===== src/rtl/core_pkg.sv =====
// Shared fetch-path types and constants.
package core_pkg;

    localparam int          XLEN     = 64;
    localparam int          ILEN     = 32;
    localparam logic [63:0] RESET_PC = 64'h0000_0000_8000_0000;
    localparam logic [31:0] NOP_INST = 32'h0000_0013;

    // One fetch queue slot: PC captured at issue, instruction captured at response.
    typedef struct packed {
        logic [XLEN-1:0] pc;
        logic [ILEN-1:0] inst;
        logic            filled;
    } fq_entry_t;

endpackage


===== src/rtl/fetch_slot_array.sv =====
// Storage for the in-order fetch queue: PC written at issue, instruction at
// response, filled bit cleared on consume or flush. Head slot read combinationally.
module fetch_slot_array
    import core_pkg::*;
#(
    parameter int DEPTH = 4,
    localparam int IW   = $clog2(DEPTH)
) (
    input  logic            clk,
    input  logic            rst,
    input  logic            flush,
    input  logic            alloc_en,
    input  logic [IW-1:0]   alloc_idx,
    input  logic [XLEN-1:0] alloc_pc,
    input  logic            fill_en,
    input  logic [IW-1:0]   fill_idx,
    input  logic [ILEN-1:0] fill_inst,
    input  logic            clear_en,
    input  logic [IW-1:0]   clear_idx,
    input  logic [IW-1:0]   head_idx,
    output fq_entry_t       head_entry
);

    fq_entry_t slots [DEPTH];

    // Slot updates; alloc, fill and clear never target the same slot in one cycle.
    always_ff @(posedge clk or posedge rst) begin
        if (rst) begin
            for (int i = 0; i < DEPTH; i++) begin
                slots[i] <= '0;
            end
        end else if (flush) begin
            for (int i = 0; i < DEPTH; i++) begin
                slots[i].filled <= 1'b0;
            end
        end else begin
            if (alloc_en) begin
                slots[alloc_idx].pc <= alloc_pc;
            end
            if (fill_en) begin
                slots[fill_idx].inst   <= fill_inst;
                slots[fill_idx].filled <= 1'b1;
            end
            if (clear_en) begin
                slots[clear_idx].filled <= 1'b0;
            end
        end
    end

    assign head_entry = slots[head_idx];

endmodule


===== src/rtl/fetch_queue_ifu.sv =====
// Fetch unit: PC generator, DEPTH-entry in-order fetch queue, credit-limited
// request issue and drop counting for responses orphaned by a redirect.
// XLEN/ILEN must match core_pkg because the slot struct is sized from it.
module fetch_queue_ifu
    import core_pkg::*;
#(
    parameter int              XLEN_P   = core_pkg::XLEN,
    parameter int              ILEN_P   = core_pkg::ILEN,
    parameter int              DEPTH    = 4,
    parameter logic [XLEN-1:0] RESET_PC = core_pkg::RESET_PC,
    localparam int             PW       = $clog2(DEPTH) + 1
) (
    input  logic              clk,
    input  logic              rst,
    input  logic              redirect_valid,
    input  logic [XLEN_P-1:0] redirect_pc,
    output logic              imem_req_valid,
    output logic [XLEN_P-1:0] imem_req_addr,
    input  logic              imem_req_ready,
    input  logic              imem_rsp_valid,
    input  logic [ILEN_P-1:0] imem_rsp_data,
    output logic              id_valid,
    output logic [ILEN_P-1:0] id_inst,
    output logic [XLEN_P-1:0] id_pc,
    input  logic              id_ready,
    output logic [PW-1:0]     occupancy
);

    localparam int          IW      = PW - 1;
    localparam logic [PW:0] DEPTH_W = (PW+1)'(DEPTH);

    logic [PW-1:0]     alloc_ptr;
    logic [PW-1:0]     fill_ptr;
    logic [PW-1:0]     head_ptr;
    logic [PW-1:0]     drop_cnt;
    logic [XLEN_P-1:0] fetch_pc;

    logic [PW-1:0]     in_flight;
    logic [PW:0]       credit_used;
    logic              accept;
    logic              rsp_drop;
    logic              rsp_fill;
    logic              consume;
    logic [PW-1:0]     drop_on_redirect;
    fq_entry_t         head_entry;

    assign occupancy   = alloc_ptr - head_ptr;
    assign in_flight   = alloc_ptr - fill_ptr;
    assign credit_used = {1'b0, occupancy} + {1'b0, drop_cnt};

    // Outstanding drops consume credit so a redirect cannot overrun the memory side.
    assign imem_req_valid = !rst && !redirect_valid && (credit_used < DEPTH_W);
    assign imem_req_addr  = imem_req_valid ? fetch_pc : '0;
    assign accept         = imem_req_valid && imem_req_ready;

    assign rsp_drop = imem_rsp_valid && !redirect_valid && (drop_cnt != '0);
    assign rsp_fill = imem_rsp_valid && !redirect_valid && (drop_cnt == '0);

    assign id_valid = head_entry.filled;
    assign id_inst  = head_entry.filled ? head_entry.inst : NOP_INST;
    assign id_pc    = head_entry.filled ? head_entry.pc : '0;
    assign consume  = head_entry.filled && id_ready && !redirect_valid;

    // Every issued-but-unfilled request becomes a drop; a response this cycle retires one.
    assign drop_on_redirect = drop_cnt + in_flight - PW'(imem_rsp_valid);

    fetch_slot_array #(
        .DEPTH(DEPTH)
    ) u_slots (
        .clk       (clk),
        .rst       (rst),
        .flush     (redirect_valid),
        .alloc_en  (accept),
        .alloc_idx (alloc_ptr[IW-1:0]),
        .alloc_pc  (fetch_pc),
        .fill_en   (rsp_fill),
        .fill_idx  (fill_ptr[IW-1:0]),
        .fill_inst (imem_rsp_data),
        .clear_en  (consume),
        .clear_idx (head_ptr[IW-1:0]),
        .head_idx  (head_ptr[IW-1:0]),
        .head_entry(head_entry)
    );

    // Pointer, PC and drop-counter state; redirect overrides all other updates.
    always_ff @(posedge clk or posedge rst) begin
        if (rst) begin
            alloc_ptr <= '0;
            fill_ptr  <= '0;
            head_ptr  <= '0;
            drop_cnt  <= '0;
            fetch_pc  <= RESET_PC;
        end else if (redirect_valid) begin
            alloc_ptr <= '0;
            fill_ptr  <= '0;
            head_ptr  <= '0;
            drop_cnt  <= drop_on_redirect;
            fetch_pc  <= redirect_pc;
        end else begin
            if (accept) begin
                alloc_ptr <= alloc_ptr + PW'(1);
                fetch_pc  <= fetch_pc + XLEN_P'(4);
            end
            if (rsp_drop) begin
                drop_cnt <= drop_cnt - PW'(1);
            end
            if (rsp_fill) begin
                fill_ptr <= fill_ptr + PW'(1);
            end
            if (consume) begin
                head_ptr <= head_ptr + PW'(1);
            end
        end
    end

    // A response must correspond to a pending drop or an issued, unfilled slot.
    assert property (@(posedge clk) disable iff (rst)
        imem_rsp_valid |-> ((drop_cnt != '0) || (alloc_ptr != fill_ptr)));

endmodule


===== config.mk =====
export PLATFORM = sky130hd
export DESIGN_NAME = fetch_queue_ifu
export DESIGN_NICKNAME = d
export VERILOG_FILES = /design/src/rtl/core_pkg.sv /design/src/rtl/fetch_slot_array.sv /design/src/rtl/fetch_queue_ifu.sv
export SDC_FILE = /design/constraint.sdc
export NUM_CORES = 1
export LEC_CHECK = 0
export ABC_AREA = 1
export CAP_MARGIN = 20
export CELL_PAD_IN_SITES_DETAIL_PLACEMENT = 1
export CELL_PAD_IN_SITES_GLOBAL_PLACEMENT = 1
export CORE_UTILIZATION = 40
export CTS_CLUSTER_DIAMETER = 150
export DETAILED_ROUTE_END_ITERATION = 16
export PLACE_DENSITY = 0.84
export RECOVER_POWER = 100
export SETUP_SLACK_MARGIN = 0.2
export SYNTH_ARGS = -nofsm -noshare
export SYNTH_HDL_FRONTEND = slang
export SYNTH_HIERARCHICAL = 1
export SYNTH_SLANG_ARGS = --single-unit

===== constraint.sdc =====
create_clock -name clk -period 34.5 [get_ports clk]
set_clock_uncertainty 0.05 [all_clocks]
set_input_delay 8.625 -clock clk [delete_from_list [all_inputs] [get_ports clk]]
set_output_delay 8.625 -clock clk [all_outputs]
set_load 0.005 [all_outputs]

* After elaboration in Yosys (flattened, before gate mapping)
Index checks and enable logic that the tools add are counted.
Widths: inputs -> output; s select.
** Operators by class
- Add/subtract/negate cells :: 10
- $lt $le $gt $ge :: 7
- Muxes and demuxes :: 37
- Bitwise operators :: 3
- Reductions and logical operators :: 19
** Operators by type and width (number)
- $mux 388 :: 5
- $bwmux 388 :: 4
- $demux 97 s2 :: 4
- $mux 97 :: 3
- $mux 64 :: 4
- $bmux 97 s2 :: 1
- $add 64x3->64 const B :: 1
- $mux 33 :: 1
- $mux 32 :: 1
- $mux 3 :: 8
- $logic_and 1x1->1 :: 11
- $add 3x1->3 const B :: 3
- $ge 3x3->1 const B :: 3
- $lt 3x1->1 const B :: 3
- $not 2->3 :: 3
- $reduce_bool 2->1 :: 4
- $mux 1 :: 6
- $sub 3x3->3 :: 2
- $add 3x3->4 :: 1
- $lt 4x3->1 const B :: 1
- $add 3x3->3 :: 1
- $logic_not 3->1 :: 1
- $reduce_bool 3->1 :: 1
- $sub 3x1->3 :: 1
- 2 further kinds :: 3
** Storage, ports and cells
- Register bits after elaboration :: 464
- Input bits :: 102
- Output and inout port bits :: 165
- Word-level logic and storage cells :: 93

* Logic depth before layout (Yosys ltp)
- Depth in word-level cells :: 15
- Depth in mapped cells :: 19
- Gate-level depth less buffers :: 17

* Modules after synthesis
The synthesis kept the hierarchy.
** Modules (own cells, without submodules)
- fetch_slot_array :: times used 1, cells each 2640, area each 19095.8 um2, sequential area each 9709.3 um2
- fetch_queue_ifu :: times used 1, cells each 1193, area each 6882.9 um2, sequential area each 1903.1 um2

* Least setup slack after synthesis
Ideal clock, no wire load.
- Path kind :: input to output
- From :: in redirect_valid
- To :: out imem_req_addr[10]
- Arrival time :: 9.420 ns
- Data required time :: 25.825 ns
- Setup slack :: 16.405 ns
- Stages :: 7
- Buffers on the path :: 2
- Cell sequence :: buf_6 -> nor2_4 -> nand2_2 -> nor2_4 -> inv_2 -> clkbuf_1 -> nor2_1
** On the way
- Longest elaborated chain between the ends :: 4
** RTL lines
- from (decl) :: line fetch_queue_ifu.sv:15 : input logic redirect_valid,
- $logic_not 1->1 :: line fetch_queue_ifu.sv:52 : assign imem_req_valid = !rst && !redirect_valid && (credit_used < DEPTH_W);
- $logic_and 1x1->1 (2 in series) :: line fetch_queue_ifu.sv:52
- via imem_req_valid :: line fetch_queue_ifu.sv:17 : output logic imem_req_valid,
- $mux 64 :: line fetch_queue_ifu.sv:53 : assign imem_req_addr = imem_req_valid ? fetch_pc : '0;
- to (decl) :: line fetch_queue_ifu.sv:18 : output logic [XLEN_P-1:0] imem_req_addr,
The timed path passes the listed nets, and every way through them passes these cells.

* Worst setup path in the final report
- From :: reg head_ptr[0]
- To :: out id_pc[63]
** On the way
- Longest elaborated chain between the ends :: 5
** RTL lines
- from (decl) :: line fetch_queue_ifu.sv:34 : logic [PW-1:0] head_ptr;
- from (signal assigned) :: line fetch_queue_ifu.sv:111 : head_ptr <= head_ptr + PW'(1);
- $not 2->3 (not written as such) :: line fetch_slot_array.sv:50 : assign head_entry = slots[head_idx];
- $bmux 97 s2 :: line fetch_slot_array.sv:50
- $mux 97 (not written as such) (2 in series) :: line fetch_slot_array.sv:50
- $mux 64 :: line fetch_queue_ifu.sv:61 : assign id_pc = head_entry.filled ? head_entry.pc : '0;
- to (decl) :: line fetch_queue_ifu.sv:24 : output logic [XLEN_P-1:0] id_pc,
Every way passes these cells. The select of a mux whose other input is x is not followed.

==> flow_summary.json <==
{
  "status": "complete, but fails checks",
  "violations": "max-capacitance violations, max-slew violations",
  "die_area_um2": 65970,
  "synth-seq-cells": 464,
  "clkPwrFrac_pct": 28.1,
  "slew_violations": 1585,
  "ys_warn_count": 6,
  "synth.largest_area_cell": "dfrtp_1",
  "p_sw_share_pct": 37.02,
  "hold-worst-slack_ns": 0.4098,
  "async_flop_share_pct": 100.0,
  "crit_fanout": 225,
  "final_cell_count_no_fill": 4873,
  "ys_types": 37,
  "gp_congestion": 0.9025,
  "end_kind": "output pin",
  "grtUsageTotal_pct": 28.11,
  "p_comb_share_pct": 35.0,
  "route.detailed.drc": 0,
  "cts_max_level": 2,
  "p_sw_uw": 761.9,
  "hp-class": "reg2reg",
  "finalNetCount": 4092,
  "grt_pass1_vias": 26400,
  "cts.sinks": 464,
  "postPlaceCellArea_um2": 29010,
  "crit_path_frequent_cell": "nand2_1",
  "path_clk_slew_ns": 0.06,
  "slew_headroom_pct": -541.6,
  "post_cts_buffers": 0,
  "pwr-share-seq_pct": 36.9,
  "maxCapViolCount": 25,
  "slowest_delay_ns": 6.76,
  "ios": 267,
  "drtPass1Iterations": 5,
  "synthCells": 3833,
  "cp_num_buf_inv": 5,
  "overflow": 0,
  "max_freq_ghz": 0.03925,
  "initial_core_util_pct": 40.37,
  "syn_area_um2": 25980,
  "synth_edf_count": 0,
  "root_buffer": "clkbuf_16",
  "wl_per_cell_um": 18.99,
  "p_leak_nw": 17.24,
  "clk_latency_ns": 0.62,
  "core_area_um2": 64350,
  "dp_cells": 4770,
  "rows": 93,
  "synth.avg_cell_area_um2": 6.778,
  "path_cells": "clkbuf_1 -> clkinvlp_2 -> nand2_1 -> nand3_1 -> o21ai_0 -> buf_4 -> nand2_1 -> inv_1 -> dlygate4sd3_1",
  "dieHeight_um": 256.8,
  "first_iter_violations": 1710,
  "yosysSeqAreaShare_pct": 44.70,
  "crit_required_ns": 25.82,
  "startpoint_type": "flip-flop",
  "yosysMostFrequentCell": "nand2_1",
  "die_w_um": 256.8,
  "vias": 25450,
  "synth_top_cell_area_share_pct": 44.60,
  "grt_pass1_wl_um": 147000,
  "final_antenna_net_count": 0,
  "cts_tree": "done",
  "synthTopCellsByArea": "dfrtp_1 45%, nand2_1 27%, nand3_1 8.8%",
  "tightest_slew_ns": 9.624,
  "synth_fp_nets": 3950,
  "cp_top_family": "buffers and inverters",
  "worstSetupPathType": "reg2out",
  "routed_wl_um": 92550,
  "final_util_pct": 47.71,
  "ys_top_cells_by_count": "1838 x nand2_1, 463 x dfrtp_1, 455 x nand3_1",
  "rsz0062_at_grt": "false",
  "post_cts_resized": 0,
  "cts_hold_buf": 0,
  "p_int_mw": 1.296,
  "hold_viol_final": 0,
  "synth_ff_type": "dfrtp_1",
  "arrival_ns": 16.80,
  "slowest_stage": "clkbuf_1",
  "numCtsBuffers": 54,
  "syn_to_final_growth_pct": 18.17,
  "fin_area_um2": 30700,
  "via_per_inst": 5.222,
  "peakVddDrop_uv": 59.05,
  "setup_violations": 0,
  "finalCriticalPeriod_ns": 25.48,
  "io_buffers": 266,
  "drive_above_1_share_pct": 6.049,
  "tns_ns": 0,
  "fill_cells": 8325,
  "hpwl_um": 56410,
  "fin_crit_sh_pct": 73.85,
  "grt_max_degree": 226,
  "powerDensity_nw_per_um2": 67.05,
  "clockBufferDepth": 3,
  "antenna_found_initial": 1
}
logic make-up (layout without fill, tap and decap cells):
family	after synthesis	in the layout	synth area share, %
compound gates	101	101	2.134
other cells	0	1	0
flops	464	464	44.70
simple gates	2683	2683	42.77
fa+ha+maj	15	15	0.8669
xor+xnor	25	25	0.8428
buf+inv	545	729	8.689
per-stage QoR:
| stage | worst slack (ns) | total power, mW |
|---|---|---|
| after floorplan | 15.04 | 1.167 |
| after global placement | 15.03 | 1.439 |
| after detailed placement | 14.83 | 1.469 |
| after CTS | 14.82 | 2.058 |
| after global routing | 7.553 | 2.187 |
| final | 9.023 | 2.058 |
worst min-delay path, cell delays in order, from the launching register on:
cell	delay [ns]
dfrtp_1	0.33
nand2_1	0.05
nand2_1	0.04
power groups by stage:
stage	Sequential, mW	Combinational, mW	Clock (mW)
2_1_floorplan	0.715	0.452	0
3_3_place_gp	0.758	0.681	0
3_5_place_dp	0.765	0.704	0
4_1_cts	0.756	0.710	0.591
5_1_grt	0.773	0.806	0.609
6_report	0.759	0.719	0.579
layout by cell type, fill, tap and decap left out, drive strengths merged, types with 3 or more instances in the layout:
cell           synthesis  routed
nand4                  8       8
nand2               1851    1851
fa                     5       5
xor2                  22      22
xnor2                  3       3
dlygate4sd3            0     158
nand3                458     458
a21oi                 23      23
a31oi                  3       3
clkbuf                61     107
buf                  149      15
clkinv                 3       8
o211ai                 3       3
clkdlybuf4s50          0     107
ha                    10      10
o21ai                 60      60
or2                   97      97
inv                  332     328
dfrtp                463     463
o21bai                10      10
clkinvlp               0       5
nor2                 267     267
metal layers:
metal / vias up / part of all wire [%] / GRT usage [%] / wire, um
li1: 11970 / - / - / -
met1: 12610 / 44 / 36.76 / 40520
met2: 679 / 48 / 47.33 / 44150
met3: 183 / 5.2 / 3.994 / 4813
met4: 0 / 3.3 / 9.970 / 3065
met5: - / 0 / 0 / 0
final cells by class:
cell class	count	area, um2	area share (%)
flip-flops and latches	464	11620	37.84
clock buffers	91	1724	5.616
inverters	335	1264	4.117
well taps	855	1070	3.485
multi-input cells	2824	12120	39.47
clock inverters	7	62.56	0.2038
repair buffers	296	2843	9.260
diodes	1	2.502	0.008152
final timing paths:
path,start,to,slack [ns],cells after the start
setup / recovery,head_ptr[0]$_DFFE_PP0P_,id_pc[63],9.02,9
max in group asynchronous,rst,async pin,15.74,5
hold / removal,flip-flop,flip-flop,0.41,2
min in group asynchronous,rst,fetch_pc[12]$_DFFE_PP0P_,9.21,3
setup reg to reg,head_ptr[0]$_DFFE_PP0P_,u_slots/slots[194]$_DFF_PP0_,17.78,11
hold reg to reg,flip-flop,flip-flop,0.41,2
(Power assumes the default switching activity.)
